File: src/rtl/nor_test_pkg.sv
// Shared types and helpers for the four-input NOR exhaustive tester.
// State encoding, vector count and the expected gate response.
package nor_test_pkg;

  typedef enum logic [1:0] {
    IDLE  = 2'd0,
    DRIVE = 2'd1,
    DONE  = 2'd2
  } state_t;

  localparam int NUM_VECTORS = 16;

  // Expected NOR output: high only when every input is low
  function automatic logic exp_nor(
    input logic [3:0] v
  );
    return (v == 4'd0);
  endfunction

endpackage

File: src/rtl/nor_hold_timer.sv
// Settle counter for one stimulus vector.
// expire marks the last cycle a vector is held before sampling.
module nor_hold_timer #(
  parameter int HOLD_CYCLES = 4
) (
  input  logic clk,
  input  logic rst,
  input  logic clear,
  input  logic en,
  output logic expire
);

  logic [7:0] count;

  // Count settle cycles; clear wins over enable
  always_ff @(posedge clk) begin
    if (rst) begin
      count <= 8'd0;
    end else if (clear) begin
      count <= 8'd0;
    end else if (en) begin
      count <= count + 8'd1;
    end
  end

  assign expire = (count == 8'(HOLD_CYCLES - 1));

endmodule

File: src/rtl/nor_exhaustive_tester.sv
// Drives all 16 vectors into a 4-input NOR gate and checks e,f,g.
// Reports busy/done, pass, mismatch count and first failing vector.
module nor_exhaustive_tester
  import nor_test_pkg::*;
#(
  parameter int HOLD_CYCLES = 4
) (
  input  logic       clk,
  input  logic       rst,
  input  logic       start,
  output logic       a,
  output logic       b,
  output logic       c,
  output logic       d,
  input  logic       e,
  input  logic       f,
  input  logic       g,
  output logic       busy,
  output logic       done,
  output logic       pass,
  output logic [4:0] err_count,
  output logic       err_e,
  output logic       err_f,
  output logic       err_g,
  output logic       first_err_valid,
  output logic [3:0] first_err_vec
);

  localparam logic [3:0] LAST_VEC = 4'(NUM_VECTORS - 1);

  state_t     state;
  state_t     state_nxt;
  logic [3:0] vec;
  logic       expire;
  logic       sample;
  logic       start_acc;
  logic [2:0] mism;
  logic       any_mism;
  logic [4:0] cnt_nxt;

  nor_hold_timer #(
    .HOLD_CYCLES(HOLD_CYCLES)
  ) u_timer (
    .clk   (clk),
    .rst   (rst),
    .clear ((state != DRIVE) || expire),
    .en    (state == DRIVE),
    .expire(expire)
  );

  assign sample    = (state == DRIVE) && expire;
  assign start_acc = start && (state != DRIVE);
  assign mism      = {e, f, g} ^ {3{exp_nor(vec)}};
  assign any_mism  = |mism;
  assign cnt_nxt   = (any_mism && (err_count < 5'd16))
                   ? err_count + 5'd1 : err_count;

  assign {a, b, c, d} = (state == DRIVE) ? vec : 4'd0;
  assign busy = (state == DRIVE);
  assign done = (state == DONE);

  // Next-state logic for the run sequencer
  always_comb begin
    state_nxt = state;
    unique case (state)
      IDLE, DONE: begin
        if (start) state_nxt = DRIVE;
      end
      DRIVE: begin
        if (sample && (vec == LAST_VEC)) state_nxt = DONE;
      end
      default: state_nxt = IDLE;
    endcase
  end

  // State, vector and result registers
  always_ff @(posedge clk) begin
    if (rst) begin
      state           <= IDLE;
      vec             <= 4'd0;
      pass            <= 1'b0;
      err_count       <= 5'd0;
      err_e           <= 1'b0;
      err_f           <= 1'b0;
      err_g           <= 1'b0;
      first_err_valid <= 1'b0;
      first_err_vec   <= 4'd0;
    end else begin
      state <= state_nxt;
      if (start_acc) begin
        vec             <= 4'd0;
        pass            <= 1'b0;
        err_count       <= 5'd0;
        err_e           <= 1'b0;
        err_f           <= 1'b0;
        err_g           <= 1'b0;
        first_err_valid <= 1'b0;
        first_err_vec   <= 4'd0;
      end else if (sample) begin
        err_count <= cnt_nxt;
        err_e     <= err_e | mism[2];
        err_f     <= err_f | mism[1];
        err_g     <= err_g | mism[0];
        if (any_mism && !first_err_valid) begin
          first_err_valid <= 1'b1;
          first_err_vec   <= vec;
        end
        if (vec == LAST_VEC) begin
          pass <= (cnt_nxt == 5'd0);
        end else begin
          vec <= vec + 4'd1;
        end
      end
    end
  end

endmodule

File: config.mk
export PLATFORM = sky130hd
export DESIGN_NAME = nor_exhaustive_tester
export DESIGN_NICKNAME = d
export VERILOG_FILES = /design/src/rtl/nor_test_pkg.sv /design/src/rtl/nor_hold_timer.sv /design/src/rtl/nor_exhaustive_tester.sv
export SDC_FILE = /design/constraint.sdc
export NUM_CORES = 1
export LEC_CHECK = 0
export ABC_AREA = 0
export BUFFER_PORTS_ARGS = -buffer_cell sky130_fd_sc_hd__buf_2
export CAP_MARGIN = 20
export CELL_PAD_IN_SITES_DETAIL_PLACEMENT = 1
export CELL_PAD_IN_SITES_GLOBAL_PLACEMENT = 2
export CORE_AREA = 2 2 101 54
export DETAILED_ROUTE_END_ITERATION = 10
export DIE_AREA = 0 0 103 56
export PLACE_DENSITY_LB_ADDON = 0.25
export SETUP_SLACK_MARGIN = 0.3
export SLEW_MARGIN = 20
export SYNTH_ARGS = -nofsm -noshare
export SYNTH_HDL_FRONTEND = slang
export SYNTH_SLANG_ARGS = --single-unit
export TNS_END_PERCENT = 50
File: constraint.sdc
create_clock -name clk -period 1.8 [get_ports clk]
set_clock_uncertainty 0.1 [all_clocks]
set_input_delay 0.09 -clock clk [delete_from_list [all_inputs] [get_ports clk]]
set_output_delay 0.09 -clock clk [all_outputs]
set_load 0.1 [all_outputs]
==> metrics.log <==
[metrics] headroom to the max-slew limit: 67.8%
[metrics] number of design-rule violations left by the first detailed-router iteration: 32
[metrics] initial antenna violation count: 0
[metrics] setup-violating endpoint count in the final report: 2
[metrics] CP startpoint: vec[0]
[metrics] power consumption: 1.13 mW
[metrics] master of the slowest instance on the critical path: sky130_fd_sc_hd__dfxtp_2
[metrics] final max-slew violation count: 0
[metrics] share of layout cells above drive strength 1: 50.7%
[metrics] average wire per cell in the routed design: 13.2 microns
[metrics] class of the most critical setup path: reg -> reg
[metrics] worst r2r dst: first_err_vec[3]
[metrics] crit path capture: first_err_vec[3]
[metrics] dominant register cell in the synthesized netlist: sky130_fd_sc_hd__dfxtp_1
[metrics] sequential share of the synthesized area: 41.1%
[metrics] Post-synth top cells: sky130_fd_sc_hd__nor2_1 (31), sky130_fd_sc_hd__dfxtp_1 (28), sky130_fd_sc_hd__nand3_1 (10), sky130_fd_sc_hd__xor2_1 (10), sky130_fd_sc_hd__a21oi_1 (8)
[metrics] starting density of the core: 28.3%
[metrics] number of iterations in the first detailed-routing pass: 4
[metrics] number of filler instances in the final layout: 565
[metrics] total non-filler cell area in the finished layout: 2110 sq um
[metrics] die boundary width: 103 microns
[metrics] net count reported at finish: 216
[metrics] fraction of synthesis flops using an asynchronous set or reset pin: 0%
[metrics] worst-case setup margin in the final layout: -0.0324 ns
[metrics] final number of hold-violating endpoints: 0
[metrics] pin count of the biggest net entering global routing: 16
[metrics] final worst path period need: 1.83 ns
[metrics] critical path depth in cells: 8
[metrics] count of buffering cells on the critical path with inverters included: 2
[metrics] root cell of the clock tree: sky130_fd_sc_hd__clkbuf_8
[metrics] timing-limited maximum frequency: 0.546 GHz
[metrics] CP Launch Type: flop
[metrics] Peak VDD IR: 311 uV
[metrics] largest driver fanout on the critical path: 7
[metrics] synthesis-to-finish area growth: 54.4%
[metrics] combined area of all synthesized cells: 1370 sq um
[metrics] post-placement worst setup slack: -0.0808 ns
[metrics] proportion of netlist area held by the largest area contributor: 41.1%
[metrics] Final Hold Slack: 0.0376 ns
[metrics] period utilisation layout: 102%
[metrics] insertion delay of the later-clocked pin in the worst-skew pair: 0.28 ns
[metrics] critical register-to-register path startpoint: vec[0]
[metrics] area used by sequential logic in the layout: 573 sq um
[metrics] Cell Pwr Density: 538 nW/um^2
[metrics] count leader, synth: sky130_fd_sc_hd__nor2_1
[metrics] detailed-route DRC error count: 0
[metrics] Layout Cells excl Fill: 275
[metrics] GRT Resource Usage Total: 13.4%
[metrics] antenna violation net count after detailed routing: 0
[metrics] height of the die: 56 microns
[metrics] crit-path cells: inv_2, ha_4, nor3b_4, mux2i_4, buf_4, nor3_4, mux2i_1, nor2_1
[metrics] fin util: 43.7%
[metrics] Critical Path RT: 1.88 ns
[metrics] area after detailed placement: 1820 sq um
[metrics] total congestion overflow: 0
[metrics] die outline area: 5770 sq um
[metrics] Rows: 18
[metrics] #FFs+latches synth: 28
[metrics] placed cell count: 262
[metrics] wire length of the first global-routing pass: 6.12 mm
[metrics] clock tree from TritonCTS: yes
[metrics] Worst R2R Path Depth: 8
[metrics] post-synthesis net count: 158
[metrics] number of max-cap violations: 0
[metrics] unrepaired setup endpoints after global routing: true
[metrics] vias post-DR: 1240
[metrics] area of the core: 4820 sq um
[metrics] Setup crit end kind: flop
[metrics] total number of clock tree sinks: 28
[metrics] synthesized instance count: 148
[metrics] total wire length: 3.62 mm
[metrics] total number of H-tree levels: 1
[metrics] Syn Area/Cell: 9.22 sq um
[metrics] arrival time of data at the critical path endpoint: 1.91 ns
[metrics] Min-Delay Path Class: in -> reg
[metrics] CTS clk-pin slew, worst paths: 0.10 ns
[metrics] total I/O pin count: 26
[metrics] ant diodes: 0
[metrics] number of global-route vias before repair: 1212
[metrics] number of buffers inserted by port buffering: 25
[metrics] area of the multi-input gates: 903 sq um
[metrics] Synth area leader: sky130_fd_sc_hd__dfxtp_1
[metrics] run status: complete, but fails checks
[metrics] total negative slack: -0.0458 ns
[metrics] Crit path largest cell delay: 0.35 ns
[metrics] Inserted Clock Buffers: 3
[metrics] largest buffer count on any clock path: 2
[metrics] Leak Pwr: 0.821 nW
[metrics] leading cell types by total area after synthesis: sky130_fd_sc_hd__dfxtp_1 (41%), sky130_fd_sc_hd__nor2_1 (8.5%), sky130_fd_sc_hd__xor2_1 (6.4%)
[metrics] dominant delay contributor by cell family on the critical path: multiplexers
[metrics] register-to-register setup slack: -0.03 ns
[metrics] number of unique standard cell types used by synthesis: 38
[metrics] number of stages on the worst hold path: 3
[metrics] violations in the final reports: setup timing
[metrics] half-perimeter wire length of the detailed placement result: 2.74 mm
[metrics] Via density: 4.51
[metrics] number of synthesized flops with an enable pin: 0
[metrics] transition time at the pin with the least slew margin: 0.487 ns
[metrics] Ys Warns: 0
[metrics] final RePlAce weighted congestion: 0.751
placed cells by master (no fill, tap or decap), drive strengths merged, types with 2 or more instances in the layout:
cell type  count
buf           56
nor2b          2
nand4          2
nand2b         3
nor4b          2
and3           2
and2           2
clkbuf         4
xor2          10
nand3         10
inv            4
nor2          31
nor3           4
o21ai          2
nand2          3
xnor2          4
or3            2
ha             4
nor4           2
dfxtp         28
mux2i          7
a21oi          8
area by class of cell:
class                   instances  share of cell area (%)
clock buffers                   4                    2.61
inverters                       5                    1.48
multi-input cells             111                    42.9
flip-flops and latches         28                    27.2
well taps                      70                    4.16
repair buffers                 57                    21.7
worst register-to-register path, cell delays in order, from the launching register on:
cell and delay, ns:
sky130_fd_sc_hd__dfxtp_2 0.35, sky130_fd_sc_hd__inv_2 0.05, sky130_fd_sc_hd__ha_4 0.14, sky130_fd_sc_hd__nor3b_4 0.15, sky130_fd_sc_hd__mux2i_4 0.22, sky130_fd_sc_hd__buf_4 0.16, sky130_fd_sc_hd__nor3_4 0.24, sky130_fd_sc_hd__mux2i_1 0.25
sky130_fd_sc_hd__nor2_1 0.07
report_power, final:
group | switching, mW | internal (mW) | leakage (nW)
logic | 0.0633 | 0.0417 | 0.561
registers | 0.00518 | 0.623 | 0.231
clock network | 0.205 | 0.196 | 0.0288
flip-flops by register name, summed over array words and instances, names as in the netlist:
register         count
err_count            5
err_e                1
err_f                1
err_g                1
first_err_valid      1
first_err_vec        4
pass                 1
state                2
u_timer.count        8
vec                  4
per-layer routing:
layer | part of all wire (%) | routed length [microns] | track usage (%)
met5 | 0 | 0 | 0
met2 | 49 | 1780 | 21.4
met1 | 48 | 1750 | 18.6
met4 | 0.28 | 10 | 1.69
met3 | 2.1 | 75 | 3.39
cells by family after synthesis:
| logic type | Yosys count | synth area share (%) |
|---|---|---|
| flip-flops | 28 | 41.1 |
| multiplexers | 7 | 6.05 |
| adder cells (fa/ha/maj) | 4 | 3.67 |
| AO/OA/AOI/OAI | 17 | 8.71 |
| AND/OR/NAND/NOR | 69 | 29.1 |
| XOR/XNOR | 14 | 8.98 |
| buffers and inverters | 9 | 2.47 |
timing repair:
action	CTS	global route
buffers inserted	4	4
hold buffers	1	0
endpoints found under the setup margin	32	32
endpoints found under the hold margin	2	0
pin swaps	15	15
gates resized for setup	34	8
how the worst min path moves through the flow:
stage	from	end	slack [ns]
after global routing	start	state[1]	0.04
after global placement	rst	state[1]	0.22
final	start	state[1]	0.04
after floorplan	rst	state[1]	0.06
after detailed placement	rst	state[1]	0.24
after CTS	start	state[1]	0.03
Power figures use the tool's default switching activity.
